<file path="src/rtl/dvp_pkg.sv">
// Shared definitions for the DVP transmitter.
// - state_t  : frame-generation state machine encoding
// - CNT_W    : width of the cycle and line counters
// - cnt_t    : counter type
// - HI_FIRST : byte order on the bus (1 = high byte of each pixel goes out first)
package dvp_pkg;

    localparam int CNT_W = 16;
    typedef logic [CNT_W-1:0] cnt_t;

    localparam bit HI_FIRST = 1'b1;

    typedef enum logic [2:0] {
        ST_IDLE   = 3'd0,
        ST_VSYNC  = 3'd1,
        ST_VFP    = 3'd2,
        ST_ACTIVE = 3'd3,
        ST_HBLANK = 3'd4,
        ST_VBP    = 3'd5
    } state_t;

    // Byte that leaves first / second for a given pixel.
    function automatic logic [7:0] first_byte(input logic [15:0] pix);
        return HI_FIRST ? pix[15:8] : pix[7:0];
    endfunction

    function automatic logic [7:0] second_byte(input logic [15:0] pix);
        return HI_FIRST ? pix[7:0] : pix[15:8];
    endfunction

endpackage

</file>
<file path="src/rtl/dvp_tx.sv">
// DVP camera-bus transmitter: turns a valid/ready stream of RGB565 pixels into
// vsync / href / 8-bit data, two byte cycles per pixel, high byte first.
// Ports:
//   pclk, rst        : byte clock, synchronous active-high reset
//   enable           : start a frame (sampled only in IDLE)
//   s_data, s_valid  : input pixel stream
//   s_ready          : combinational, high in ACTIVE on the first byte slot
//   dvp_vsync        : frame sync (registered)
//   dvp_href         : line valid (registered)
//   dvp_data         : byte bus, 0x00 while href is low (registered)
//   frame_done       : one-cycle pulse as the frame ends (registered)
//   underrun         : one-cycle pulse when a pixel slot found s_valid low
module dvp_tx
    import dvp_pkg::*;
#(
    parameter int IMG_WIDTH  = 640,
    parameter int IMG_HEIGHT = 480,
    parameter int VSYNC_CYC  = 16,
    parameter int VFP_CYC    = 32,
    parameter int HBLANK_CYC = 16,
    parameter int VBP_CYC    = 32
) (
    input  logic        pclk,
    input  logic        rst,
    input  logic        enable,
    input  logic [15:0] s_data,
    input  logic        s_valid,
    output logic        s_ready,
    output logic        dvp_vsync,
    output logic        dvp_href,
    output logic [7:0]  dvp_data,
    output logic        frame_done,
    output logic        underrun
);

    localparam cnt_t VSYNC_LAST  = cnt_t'(VSYNC_CYC - 1);
    localparam cnt_t VFP_LAST    = cnt_t'(VFP_CYC - 1);
    localparam cnt_t ACTIVE_LAST = cnt_t'(2 * IMG_WIDTH - 1);
    localparam cnt_t HBLANK_LAST = cnt_t'(HBLANK_CYC - 1);
    localparam cnt_t VBP_LAST    = cnt_t'(VBP_CYC - 1);
    localparam cnt_t LINE_LAST   = cnt_t'(IMG_HEIGHT - 1);

    // FSM and counters
    state_t      state_q, state_d;
    cnt_t        cyc_cnt_q, cyc_cnt_d;
    cnt_t        line_cnt_q, line_cnt_d;
    logic        phase_q, phase_d;
    logic [15:0] pix_q, pix_d;

    // Output register stage
    logic        vsync_q, vsync_d;
    logic        href_q, href_d;
    logic [7:0]  data_q, data_d;
    logic        done_q, done_d;
    logic        under_q, under_d;

    always_comb begin
        state_d    = state_q;
        cyc_cnt_d  = cyc_cnt_q + cnt_t'(1);
        line_cnt_d = line_cnt_q;
        phase_d    = 1'b0;
        pix_d      = pix_q;
        s_ready    = 1'b0;
        vsync_d    = 1'b0;
        href_d     = 1'b0;
        data_d     = 8'h00;
        done_d     = 1'b0;
        under_d    = 1'b0;

        case (state_q)
            ST_IDLE: begin
                cyc_cnt_d  = '0;
                line_cnt_d = '0;
                if (enable) begin
                    state_d = ST_VSYNC;
                end
            end

            ST_VSYNC: begin
                vsync_d = 1'b1;
                if (cyc_cnt_q == VSYNC_LAST) begin
                    state_d   = ST_VFP;
                    cyc_cnt_d = '0;
                end
            end

            ST_VFP: begin
                if (cyc_cnt_q == VFP_LAST) begin
                    state_d   = ST_ACTIVE;
                    cyc_cnt_d = '0;
                end
            end

            ST_ACTIVE: begin
                href_d  = 1'b1;
                phase_d = ~phase_q;
                if (!phase_q) begin
                    s_ready = 1'b1;
                    if (s_valid) begin
                        pix_d  = s_data;
                        data_d = first_byte(s_data);
                    end else begin
                        // Starved slot: timing carries on, a zero pixel goes out.
                        pix_d   = 16'h0000;
                        under_d = 1'b1;
                    end
                end else begin
                    data_d = second_byte(pix_q);
                end

                if (cyc_cnt_q == ACTIVE_LAST) begin
                    cyc_cnt_d = '0;
                    phase_d   = 1'b0;
                    if (line_cnt_q == LINE_LAST) begin
                        state_d    = ST_VBP;
                        line_cnt_d = '0;
                    end else begin
                        state_d    = ST_HBLANK;
                        line_cnt_d = line_cnt_q + cnt_t'(1);
                    end
                end
            end

            ST_HBLANK: begin
                if (cyc_cnt_q == HBLANK_LAST) begin
                    state_d   = ST_ACTIVE;
                    cyc_cnt_d = '0;
                end
            end

            ST_VBP: begin
                if (cyc_cnt_q == VBP_LAST) begin
                    state_d   = ST_IDLE;
                    cyc_cnt_d = '0;
                    done_d    = 1'b1;
                end
            end

            default: begin
                state_d   = ST_IDLE;
                cyc_cnt_d = '0;
            end
        endcase
    end

    // FSM state and counters
    always_ff @(posedge pclk) begin
        if (rst) begin
            state_q    <= ST_IDLE;
            cyc_cnt_q  <= '0;
            line_cnt_q <= '0;
            phase_q    <= 1'b0;
            pix_q      <= 16'h0000;
        end else begin
            state_q    <= state_d;
            cyc_cnt_q  <= cyc_cnt_d;
            line_cnt_q <= line_cnt_d;
            phase_q    <= phase_d;
            pix_q      <= pix_d;
        end
    end

    // Registered bus outputs
    always_ff @(posedge pclk) begin
        if (rst) begin
            vsync_q <= 1'b0;
            href_q  <= 1'b0;
            data_q  <= 8'h00;
            done_q  <= 1'b0;
            under_q <= 1'b0;
        end else begin
            vsync_q <= vsync_d;
            href_q  <= href_d;
            data_q  <= data_d;
            done_q  <= done_d;
            under_q <= under_d;
        end
    end

    assign dvp_vsync  = vsync_q;
    assign dvp_href   = href_q;
    assign dvp_data   = data_q;
    assign frame_done = done_q;
    assign underrun   = under_q;

endmodule

</file>
<file path="config.mk">
export PLATFORM = sky130hd
export DESIGN_NAME = dvp_tx
export DESIGN_NICKNAME = d
export VERILOG_FILES = /design/src/rtl/dvp_pkg.sv /design/src/rtl/dvp_tx.sv
export SDC_FILE = /design/constraint.sdc
export NUM_CORES = 1
export LEC_CHECK = 0
export CAP_MARGIN = 30
export CORE_MARGIN = 2
export CORE_UTILIZATION = 45
export CTS_BUF_LIST = sky130_fd_sc_hd__clkbuf_2 sky130_fd_sc_hd__clkbuf_4 sky130_fd_sc_hd__clkbuf_8
export DETAILED_ROUTE_END_ITERATION = 7
export PLACE_DENSITY = 0.75
export SYNTH_ARGS = -nofsm -noshare
export SYNTH_HDL_FRONTEND = slang
export SYNTH_SLANG_ARGS = --single-unit
</file>
<file path="constraint.sdc">
create_clock -name pclk -period 3.59 [get_ports pclk]
set_clock_uncertainty 0.2 [all_clocks]
set_input_delay 0.718 -clock pclk [delete_from_list [all_inputs] [get_ports pclk]]
set_output_delay 0.718 -clock pclk [all_outputs]
set_load 0.01 [all_outputs]
</file>
**Yosys cells after proc, flatten, opt, wreduce, memory -nomap -nowiden**

Index checks and enable logic that the tools add are counted.

- Bits in registers: 56
- Input port bits: 20
- Output and inout port bits: 13
- Word-level logic and storage cells: 65

- Add/subtract/negate cells: 2
- Equality and inequality tests: 15
- Multiplexer cells: 24
- Bitwise gates (word level): 3
- Reductions and logical operators: 11

Operator list:

| cell | count |
|---|---|
| 16-bit 2-to-1 mux | 5 |
| 16-bit one-hot mux with 3 select lines | 1 |
| 16-bit by 1-bit adder with 16-bit output, second input constant | 2 |
| 16-bit one-hot mux with 2 select lines | 1 |
| 8-bit 2-to-1 mux | 3 |
| 3-bit 2-to-1 mux | 6 |
| 3-bit one-hot mux with 6 select lines | 1 |
| 16-bit by 11-bit equality test with 1-bit output, second input constant | 1 |
| 16-bit by 4-bit equality test with 1-bit output, second input constant | 1 |
| 16-bit by 5-bit equality test with 1-bit output, second input constant | 1 |
| 16-bit by 9-bit equality test with 1-bit output, second input constant | 1 |
| 2-bit != test, second input constant | 6 |
| 2-bit OR reduction | 4 |
| 1-bit 2-to-1 mux | 7 |
| 3-bit by 2-bit equality test with 1-bit output, second input constant | 2 |
| 3-bit equality test, second input constant | 2 |
| 6-bit AND reduction | 1 |
| 3-bit OR reduction | 2 |
| 2-bit AND reduction | 2 |
| 3-bit by 1-bit equality test with 1-bit output, second input constant | 1 |
| 3-bit zero test | 1 |
| 1-bit inverter | 3 |
| 2-bit nonzero test | 1 |

**Logic depth before layout (Yosys ltp)**

Gate-level depths: netlist (run 1).

- Depth in word-level cells: 4
- Gate-level depth with buffers: 7
- Mapped depth without buffers: 6

**Least setup slack after synthesis (run 1)**

No wires, ideal clock.

- Path type: register -> register
- Start point: register cyc_cnt_q[8]
- End point: register line_cnt_q[8]
- Arrival: 1.994 ns
- Data required time: 3.257 ns
- Path slack: 1.263 ns
- Cell stages (with the launch flop): 7
- Buffers on the path: 1
- Clock period less this slack: 2.327 ns
- Cells stage by stage: dfxtp_1 > or4_4 > nor4_4 > a21boi_2 > buf_2 > o41ai_1 > a21oi_1

- Cells in the longest elaborated chain, start to end: 3

RTL lines:

| element | line | text |
|---|---|---|
| start: declaration | dvp_tx.sv:45 | `cnt_t cyc_cnt_q, cyc_cnt_d;` |
| start signal: assignment | dvp_tx.sv:156 | `cyc_cnt_q <= cyc_cnt_d;` |
| 16-bit by 11-bit equality test with 1-bit output | dvp_tx.sv:111 | `if (cyc_cnt_q == ACTIVE_LAST) begin` |
| 2-bit != test (no line) | -- |  |
| 2-bit AND reduction (no line) | -- |  |
| end signal: assignment | dvp_tx.sv:157 | `line_cnt_q <= line_cnt_d;` |
| end: declaration | dvp_tx.sv:46 | `cnt_t line_cnt_q, line_cnt_d;` |

Every way passes these cells.
A chain may end at the register's enable or synchronous reset.

**Worst setup path in the final report (run 1)**

- Start point: register state_q[2]
- End point: output s_ready

- Cells in the longest elaborated chain, start to end: 2

RTL lines:

| element | line | text |
|---|---|---|
| start: declaration | dvp_tx.sv:44 | `state_t state_q, state_d;` |
| start signal: assignment | dvp_tx.sv:155 | `state_q <= state_d;` |
| 3-bit by 2-bit equality test with 1-bit output | dvp_tx.sv:70 | `case (state_q)` |
| 1-bit 2-to-1 mux | dvp_tx.sv:70 |  |
| end: declaration | dvp_tx.sv:28 | `output logic s_ready,` |

Every way passes these cells.

==> impl_results.md, run 1 <==
* Wire length per cell at 13.6 um
* Fin crit share at 0.927
* Startpoint Class: flip-flop
* Hold path depth at 2
* Asr flop ratio synth at 0
* Placed Instances at 399
* Mapped cell area at 2550 um2
* Largest cells by area after synthesis: dfxtp_1, nor2_1, a21oi_1
* Pwr Density at 346 nW/um2
* Mapped Nets at 329
* Post-Syn Area per Cell at 8.31 um2
* GRT Total Usage at 0.185
* CTS sink cnt at 56
* Design area at 3010 um2
* Measured slew at the worst slew-check pin at 0.693 ns
* Compound-cell area share of the yosys netlist at 0.158
* Prevailing post-synth register cell: dfxtp_1
* Synth top area share at 0.439
* Max Buffers Root-to-Sink at 2
* Layout Cells excl Fill at 407
* Post-synth EDFFs at 0
* Placed Area at 2920 um2
* Commonest cells in the netlist: dfxtp_1, nor2_1, a21oi_1, nand2_1, nand3_1
* Inserted Clock Buffers at 5
* Number of max-cap violations at 0
* CP max FO at 12
* Synth Area in Simple Gates at 0.292
* Largest family of logic cells by synthesized area: simple AND/OR/NAND/NOR gates
* Final setup vio count at 0
* Setup TNS at 0 ns
* Largest net degree at the start of global routing at 19
* Kind of critical path: flip-flop to primary output
* Vias per inst at 5.71
* Syn Inst Count at 307
* Synth warn at 0
* Fraction of synthesized area in multiplexers at 0.00785
* Antenna viol nets, final at 0
* RSZ-0062 raised after global routing: false
* Core Region at 5510 um2
* R2r worst-path depth at 5
* Vias in the first global route at 2,183
* Starting density of the core at 0.463
* First-pass GRT wire length at 9.63 mm
* Dpl hpwl at 3.94 mm
* FF+latch count, synth at 56
* # fillers at 500
* WP data required at 2.67 ns
* Num rows at 27
* GPL Wtd Cong at 0.855
* Xor and xnor area share after synthesis at 0.0549
* Worst rel slew slack at 0.535
* Post-synthesis sequential area ratio at 0.439
* CP Data Arrival Time at 2.41 ns
* Fraction of layout cells with a size suffix above 1 at 0.0567
* Unique masters post-synth at 47
* Origin of the critical flop-to-flop path: cyc_cnt_q[8]$_SDFF_PP0_
* DRT Pass-1 Iters at 4
* Hold path start: pix_q[6]$_SDFFE_PP0P_
* Vias at 2,325
* P_leak at 0.942 nW
* F_max at 301 MHz
* Die Span X at 79.3 um
* Initial DRC count at 141
* Critical Path Source: state_q[2]$_SDFFE_PP0P_
* H-tree depth at 2
* Layout net count at 356
* Min Clock Period, post-route at 3.33 ns
* Most numerous cell in the Yosys netlist: dfxtp_1
* N_diodes at 0
* Synth Area in Adders at 0.00981
* Setup bufs post-CTS at 0
* Post-Route WL at 5.52 mm
* Kind of end point of the critical path: primary output
* Worst hold path type: flip-flop to flip-flop
* Final hold vios at 0
* Status: finished clean
* Clk pin slew, worst setup/hold paths at 0.10 ns
* Die height at 79.3 um
* Die ar. at 6290 um2
* # port buffers at 32
* Clk_lat worst skew at 0.31 ns
* Area leader, netlist: dfxtp_1
* Initial antenna violation count at 0
* VDD IR-drop max at 217 uV
* Root buffer cell: clkbuf_8
* Global route total overflow at 0
* CTS tree: yes
* Pins over their slew limit at 0
* Num ports at 33
* DRC errors left at 0
* Syn-to-layout area delta at 18.1%
[metal layers]
| metal | GRT usage | part of all wire | vias up |
|---|---|---|---|
| met5 | 0 | 0 | - |
| met4 | 0.0569 | 0.017 | 0 |
| met3 | 0.0341 | 0.063 | 11 |
| met2 | 0.312 | 0.46 | 64 |
| met1 | 0.240 | 0.46 | 1083 |
| li1 | - | - | 1167 |
[flip-flops by register name (all words and copies together), names as in the netlist]
register,count
underrun,1
line_cnt_q,16
phase_q,1
dvp_data,8
pix_q,8
dvp_vsync,1
dvp_href,1
frame_done,1
cyc_cnt_q,16
state_q,3
[timing repair]
action / 4_1_cts / 5_1_grt
resized for setup: 0 / 1
hold buffers: 0 / 0
setup endpoints to repair: 0 / 1
[path summary, 6_finish.rpt]
path / end / slack (ns)
max: s_ready / 0.26
min: pix_q[6]$_SDFFE_PP0P_ / 0.26
max reg2reg: line_cnt_q[8]$_SDFFE_PP0P_ / 0.95
min reg2reg: pix_q[6]$_SDFFE_PP0P_ / 0.26
[critical path, cell delays in order, from the launching register on]
cell	delay, ns
dfxtp_1	0.60
inv_1	0.21
and3_1	0.30
nand2b_2	0.21
clkinv_1	0.24
clkdlybuf4s50_1	0.54
[through the flow]
step / hold slack, ns / power, mW / utilization / setup WS, ns
after floorplan: 0.230 / 0.681 / - / 1.26
after global placement: 0.239 / 0.714 / 0.530 / 0.547
after detailed placement: 0.253 / 0.714 / 0.530 / 0.473
after CTS: 0.268 / 1.06 / 0.547 / 0.102
after global routing: 0.290 / 1.09 / 0.547 / 0.0605
final: 0.263 / 1.04 / 0.547 / 0.264
[power by group]
| part | switching (mW) | internal, mW | total [mW] |
|---|---|---|---|
| combinational | 0.0384 | 0.0337 | 0.0721 |
| sequential | 0.00496 | 0.623 | 0.628 |
| clock | 0.205 | 0.139 | 0.344 |
[area by class of cell]
class,instances,area (um2),area share
clock inverter,3,23.8,0.00789
tap,72,90.1,0.0299
sequential,56,1120,0.372
multi-input combinational,226,1340,0.444
inverter,12,45.0,0.0149
clock buffer,5,68.8,0.0228
timing repair buffer,33,328,0.109
[placed cells by master, fill, tap and decap left out, types with 9 or more instances in the layout]
cell,instances
nor3_1,10
nor4_1,9
nand3_1,24
nor2_1,37
inv_1,11
clkdlybuf4s50_1,32
a21oi_1,26
nand2_1,25
dfxtp_1,56
[cells by family (layout without fill, tap and decap cells)]
family | after synthesis | count (layout)
xor gates and xnor gates | 16 | 16
adders and majority gates | 2 | 2
DFF | 56 | 56
muxes | 2 | 2
buffers and inverters | 25 | 53
and+or+nand+nor | 143 | 143
AOI/OAI and AO/OA | 63 | 63
Note: power is estimated with default switching activity, not from simulation.
==> run 2: changes to the inputs <==
- CORE_MARGIN: 2 -> 3
==> run 2 against run 1 <==
  * Die area increased by 5.1%
  * Global-route usage decreased by 0.62 points
  * First-iteration DRC count down 3.5%
  * Critical path depth shrank 1
  * Hold slack got worse by 0.00096 ns
  * Final cell count is 0.49% lower
  * Combinational power shrank 1%
  * Fmax shrank 1.3%
  * Clock-buffer cell count increased by 2
==> impl_results.md, run 2 (synthesis results as in run 1) <==
* Hold WS at 0.262 ns (-0.000961 ns)
* Reg2reg end: line_cnt_q[15]$_SDFFE_PP0P_
* H-tree depth at 2 (unchanged)
* Final setup vio count at 0 (unchanged)
* Dpl hpwl at 3.92 mm (-0.43%)
* N_diodes at 0 (unchanged)
* Top Registers: cyc_cnt_q (16), line_cnt_q (16)
* Vias per inst at 5.63 (-1.4%)
* Post-Route WL at 5.40 mm (-2.2%)
* WHS Endpoint: pix_q[3]$_SDFFE_PP0P_
* Core Region at 5300 um2 (-3.7%)
* CTS sink cnt at 56 (unchanged)
* DRC errors left at 0 (unchanged)
* GPL Wtd Cong at 0.857 (+0.22%)
* Clk_lat worst skew at 0.31 ns (about the same)
* WP data required at 2.67 ns (about the same)
* DRT Pass-1 Iters at 4 (unchanged)
* GRT Total Usage at 0.179 (-0.00617)
* Total power at 1.06 mW (+1.6%)
* Hold path depth at 2 (unchanged)
* Root buffer cell: clkbuf_8
* Most frequent cells in the layout: dfxtp_1, nor2_1, clkdlybuf4s50_1, a21oi_1, nand2_1
* Pwr Density at 352 nW/um2 (+1.6%)
* Kind of critical path: flip-flop to primary output
* Origin of the critical flop-to-flop path: cyc_cnt_q[4]$_SDFF_PP0_
* R2r worst-path depth at 5 (unchanged)
* Die height at 81.3 um (+2.5%)
* Global route total overflow at 0 (unchanged)
* Vias in the first global route at 2,088 (-4.4%)
* Initial DRC count at 136 (-3.5%)
* Num rows at 26 (-3.7%)
* # fillers at 473 (-5.4%)
* Layout net count at 356 (unchanged)
* Die ar. at 6610 um2 (+5.1%)
* Worst hold path type: flip-flop to flip-flop
* Fraction of layout cells with a size suffix above 1 at 0.0567 (unchanged)
* Worst rel slew slack at 0.543 (+0.00780)
* Num ports at 33 (unchanged)
* Starting density of the core at 0.481 (+0.0178)
* First-pass GRT wire length at 9.37 mm (-2.6%)
* Kind of end point of the critical path: primary output
* Setup slack, reg-to-reg at 0.96 ns (about the same)
* Number of max-cap violations at 0 (unchanged)
* VDD IR-drop max at 212 uV (-2.2%)
* Antenna viol nets, final at 0 (unchanged)
* Die Span X at 81.3 um (+2.5%)
* Max Buffers Root-to-Sink at 2 (unchanged)
* P_leak at 0.950 nW (+0.83%)
* Largest net degree at the start of global routing at 19 (unchanged)
* Startpoint Class: flip-flop
* Vias at 2,282 (-1.8%)
* Syn-to-layout area delta at 18.2% (about the same)
* Wire length per cell at 13.3 um (-1.7%)
* Clk pin slew, worst setup/hold paths at 0.10 ns (about the same)
* # port buffers at 32 (unchanged)
* Measured slew at the worst slew-check pin at 0.682 ns (-0.0116 ns)
* CP max FO at 18 (+6)
* Pins over their slew limit at 0 (unchanged)
* Fin crit share at 0.939 (+0.0124)
* RSZ-0062 raised after global routing: false
* CTS tree: yes
* Initial antenna violation count at 0 (unchanged)
* Setup TNS at 0 ns (unchanged)
* Leading cell type in the layout, fill and taps excluded: dfxtp_1
* Final hold vios at 0 (unchanged)
* F_max at 297 MHz (-1.3%)
* CP Data Arrival Time at 2.45 ns (+0.04 ns)
* Hold path start: pix_q[3]$_SDFFE_PP0P_
* Inserted Clock Buffers at 5 (unchanged)
* Status: finished clean
* Min Clock Period, post-route at 3.37 ns (+0.0447 ns)
-- run 2: cell type report --
type	count	area, um2	area share
clock buffers	7	90.1	0.0299
multi-input cells	226	1340	0.443
flip-flops and latches	56	1120	0.372
clock inverters	1	7.51	0.00249
inverters	12	45.0	0.0149
repair buffers	33	328	0.109
well taps	70	87.6	0.0290
-- run 2: report_power, final --
| part | total (mW) | internal, mW | switching [mW] | leakage (nW) |
|---|---|---|---|---|
| Clock | 0.361 | 0.165 | 0.197 | 0.0479 |
| Combinational | 0.0711 | 0.0336 | 0.0374 | 0.450 |
| Sequential | 0.628 | 0.623 | 0.00497 | 0.452 |
-- run 2: per-stage QoR --
step	setup WS, ns	util	area, um2	cells
floorplan	1.26	-	2550	307
global placement	0.559	0.550	2920	397
detailed placement	0.424	0.550	2920	397
CTS	0.0813	0.568	3010	405
global route	0.0595	0.569	3020	405
finish	0.219	0.569	3020	405
-- run 2: how the worst max path moves through the flow --
| stage | start | end | slack, ns | cells past startpoint |
|---|---|---|---|---|
| 3_3_place_gp | state_q[2]$_SDFFE_PP0P_ | s_ready | 0.56 | 5 |
| 6_report | state_q[1]$_SDFFE_PP0P_ | s_ready | 0.22 | 4 |
| 2_1_floorplan | cyc_cnt_q[8]$_SDFF_PP0_ | line_cnt_q[8]$_SDFFE_PP0P_ | 1.26 | 6 |
| 4_1_cts | state_q[2]$_SDFFE_PP0P_ | s_ready | 0.08 | 5 |
| 3_5_place_dp | state_q[2]$_SDFFE_PP0P_ | s_ready | 0.42 | 5 |
| 5_1_grt | state_q[1]$_SDFFE_PP0P_ | s_ready | 0.06 | 4 |
-- run 2: metal layers --
metal	wire, um	global-route usage	part of all wire	vias to the layer above
li1	-	-	-	1172
met1	2470	0.233	0.46	1041
met2	2550	0.293	0.47	62
met3	318	0.0377	0.059	7
met4	67	0.0591	0.012	0
met5	0	0	0	-
-- run 2: worst max-delay path: stages (launching register included) --
cell and delay, ns:
dfxtp_1 0.64, and3_1 0.40, nand2b_1 0.28, clkinv_1 0.25, clkdlybuf4s50_1 0.57
-- run 2: timing repair --
item | CTS | global route
setup endpoints to repair | 0 | 1
buffers inserted | 0 | 0
resized for setup | 0 | 1
hold endpoints to repair | 0 | 0
hold buffers | 0 | 0
==> run 3: changes to the inputs <==
- GPL_TIMING_DRIVEN: default -> 0
==> run 3 against run 2 <==
  * Non-clock buffer count grew 12
  * Critical path depth grew 2
  * Die area is the same
  * Via count grew 1.1%
  * First-iteration DRC count grew 8.1%
  * Sequential power is essentially flat
  * Routed wire length grew 2.1%
  * Fmax grew 5.5%
  * Largest cell class unchanged
  * Highest routed layer unchanged
==> impl_results.md, run 3 (synthesis results as in run 1) <==
* N_diodes at 0 (unchanged)
* Number of max-cap violations at 0 (unchanged)
* Pre-CTS setup slack at 0.750 ns (+0.327 ns)
* Setup bufs post-CTS at 0 (unchanged)
* Initial DRC count at 147 (+8.1%)
* First-pass GRT wire length at 9.63 mm (+2.8%)
* Initial antenna violation count at 0 (unchanged)
* WP data required at 2.67 ns (about the same)
* Final worst setup slack at 0.395 ns (+0.176 ns)
* Logic pwr share at 0.075 (+0.008)
* GRT Total Usage at 0.182 (+0.00307)
* Min Clock Period, post-route at 3.19 ns (-0.176 ns)
* CP max FO at 9 (-9)
* GPL Wtd Cong at 0.886 (+3.4%)
* Die height at 81.3 um (unchanged)
* Post-Route WL at 5.52 mm (+2.1%)
* Sequential share of power at 0.593 (about the same)
* Clock share of power at 0.332 (-0.009)
* Num rows at 26 (unchanged)
* Core Region at 5300 um2 (unchanged)
* Status: finished clean
* GR Layer Usage met2 at 0.313 (+0.0195)
* CTS sink cnt at 56 (unchanged)
* GRT met1 Usage at 0.224 (-0.00945)
* Final setup vio count at 0 (unchanged)
* DRC errors left at 0 (unchanged)
* Hold buffer count at cts at 0 (unchanged)
* Largest net degree at the start of global routing at 19 (unchanged)
* Kind of end point of the critical path: primary output
* Vias in the first global route at 2,211 (+5.9%)
* Die Span X at 81.3 um (unchanged)
* Leading cell type in the layout, fill and taps excluded: dfxtp_1
* Net Switching at 256 uW (+7.0%)
* Buf/Inv on CP at 4 (+2)
* Final hold vios at 0 (unchanged)
* Vias per inst at 5.53 (-1.9%)
* Sw frac at 0.243 (+0.0175)
* CP Data Arrival Time at 2.28 ns (-0.17 ns)
* Worst rel slew slack at 0.636 (+0.0935)
* Inserted Clock Buffers at 5 (unchanged)
* F_max at 313 MHz (+5.5%)
* Most frequent cells in the layout: dfxtp_1, nor2_1, clkdlybuf4s50_1, a21oi_1, nand2_1
* Die ar. at 6610 um2 (unchanged)
* Wire length per cell at 13.2 um (-0.85%)
* Clk pin slew, worst setup/hold paths at 0.11 ns (about the same)
* Most Crowded Layer GR: met2
* Global route total overflow at 0 (unchanged)
* Startpoint Class: flip-flop
* Clk_lat worst skew at 0.31 ns (about the same)
* DRT Pass-1 Iters at 4 (unchanged)
* Max Buffers Root-to-Sink at 2 (unchanged)
* VDD IR-drop max at 229 uV (+8.0%)
* Setup TNS at 0 ns (unchanged)
* Critical Path Most Common Cell: clkbuf_1
* Cell count along the critical path at 6 (+2)
* RSZ-0062 raised after global routing: false
* Root buffer cell: clkbuf_8
* Kind of critical path: flip-flop to primary output
* Layout net count at 368 (+3.4%)
* Worst hold path type: flip-flop to flip-flop
* Pins over their slew limit at 0 (unchanged)
* Top Registers: cyc_cnt_q (16), line_cnt_q (16)
* R2r worst-path depth at 7 (+2)
* Slowest CP cell: clkdlybuf4s50_1
* Vias at 2,306 (+1.1%)
* Fraction of layout cells with a size suffix above 1 at 0.0519 (-0.00484)
* CTS-repair resized insts at 0 (unchanged)
* Syn-to-layout area delta at 19.6%
* Pwr Density at 345 nW/um2 (-1.9%)
* Dpl hpwl at 4.04 mm (+3.2%)
* Measured slew at the worst slew-check pin at 0.543 ns (-0.139 ns)
* Slowest Stage Delay on Critical Path at 0.58 ns (-0.06 ns)
* H-tree depth at 2 (unchanged)
* Setup slack, reg-to-reg at 0.83 ns (-0.13 ns)
* CTS tree: yes
* Crit path cell chain: clkbuf_1, and3_1, clkbuf_1, nand2b_1, clkinv_1, clkdlybuf4s50_1
* Antenna viol nets, final at 0 (unchanged)
* Hold path depth at 2 (unchanged)
* Fin crit share at 0.890 (-0.0491)
* Num ports at 33 (unchanged)
* P_leak at 0.956 nW (+0.64%)
* Internal power at 797 uW (-3.0%)
* Crit path max-delay family: buffers and inverters
* M3 GR Usage at 0.0532 (+0.0155)
* # port buffers at 32 (unchanged)
* Starting density of the core at 0.481 (unchanged)
run 3: area by class of cell:
cell class,instances,area (um2)
clock buffers,5,68.8
plain buffers,13,50.0
flip-flops and latches,56,1120
inverters,12,45.0
fillers,508,2250
clock inverters,3,23.8
multi-input cells,226,1340
well taps,70,87.6
repair buffers,32,320
run 3: power groups by stage:
stage / clock network [mW] / registers (mW) / logic, mW
floorplan: 0 / 0.639 / 0.0412
global placement: 0 / 0.639 / 0.0777
detailed placement: 0 / 0.639 / 0.0780
CTS: 0.361 / 0.625 / 0.0786
global route: 0.383 / 0.625 / 0.0864
finish: 0.349 / 0.625 / 0.0788
run 3: tightest hold or removal path: cells and delay by family (launching register included):
| kind | cells | cell delay [ns] |
|---|---|---|
| flip-flops | 1 | 0.33 |
| AO/OA/AOI/OAI | 1 | 0.05 |
| AND/OR/NAND/NOR | 1 | 0.05 |
run 3: layer usage:
metal / part of all wire / vias to the layer above / wire length (um)
li1: - / 1184 / -
met1: 0.46 / 1061 / 2540
met2: 0.47 / 57 / 2590
met3: 0.061 / 4 / 336
met4: 0.0080 / 0 / 44
met5: 0 / - / 0
run 3: worst paths after layout:
check                          startpoint                         end
hold / removal      pix_q[0]$_SDFFE_PP0P_       pix_q[0]$_SDFFE_PP0P_
hold reg to reg     pix_q[0]$_SDFFE_PP0P_       pix_q[0]$_SDFFE_PP0P_
setup reg to reg  cyc_cnt_q[4]$_SDFF_PP0_  line_cnt_q[8]$_SDFFE_PP0P_
setup / recovery  state_q[1]$_SDFFE_PP0P_                     s_ready
run 3: metrics by stage:
stage	hold slack, ns	instances	util	instance area (um2)	power, mW
after floorplan	0.230	307	-	2550	0.681
after global placement	0.241	409	0.558	2960	0.717
after detailed placement	0.245	409	0.558	2960	0.717
after CTS	0.261	417	0.576	3050	1.06
final	0.259	417	0.576	3050	1.05
after global routing	0.288	417	0.576	3050	1.10
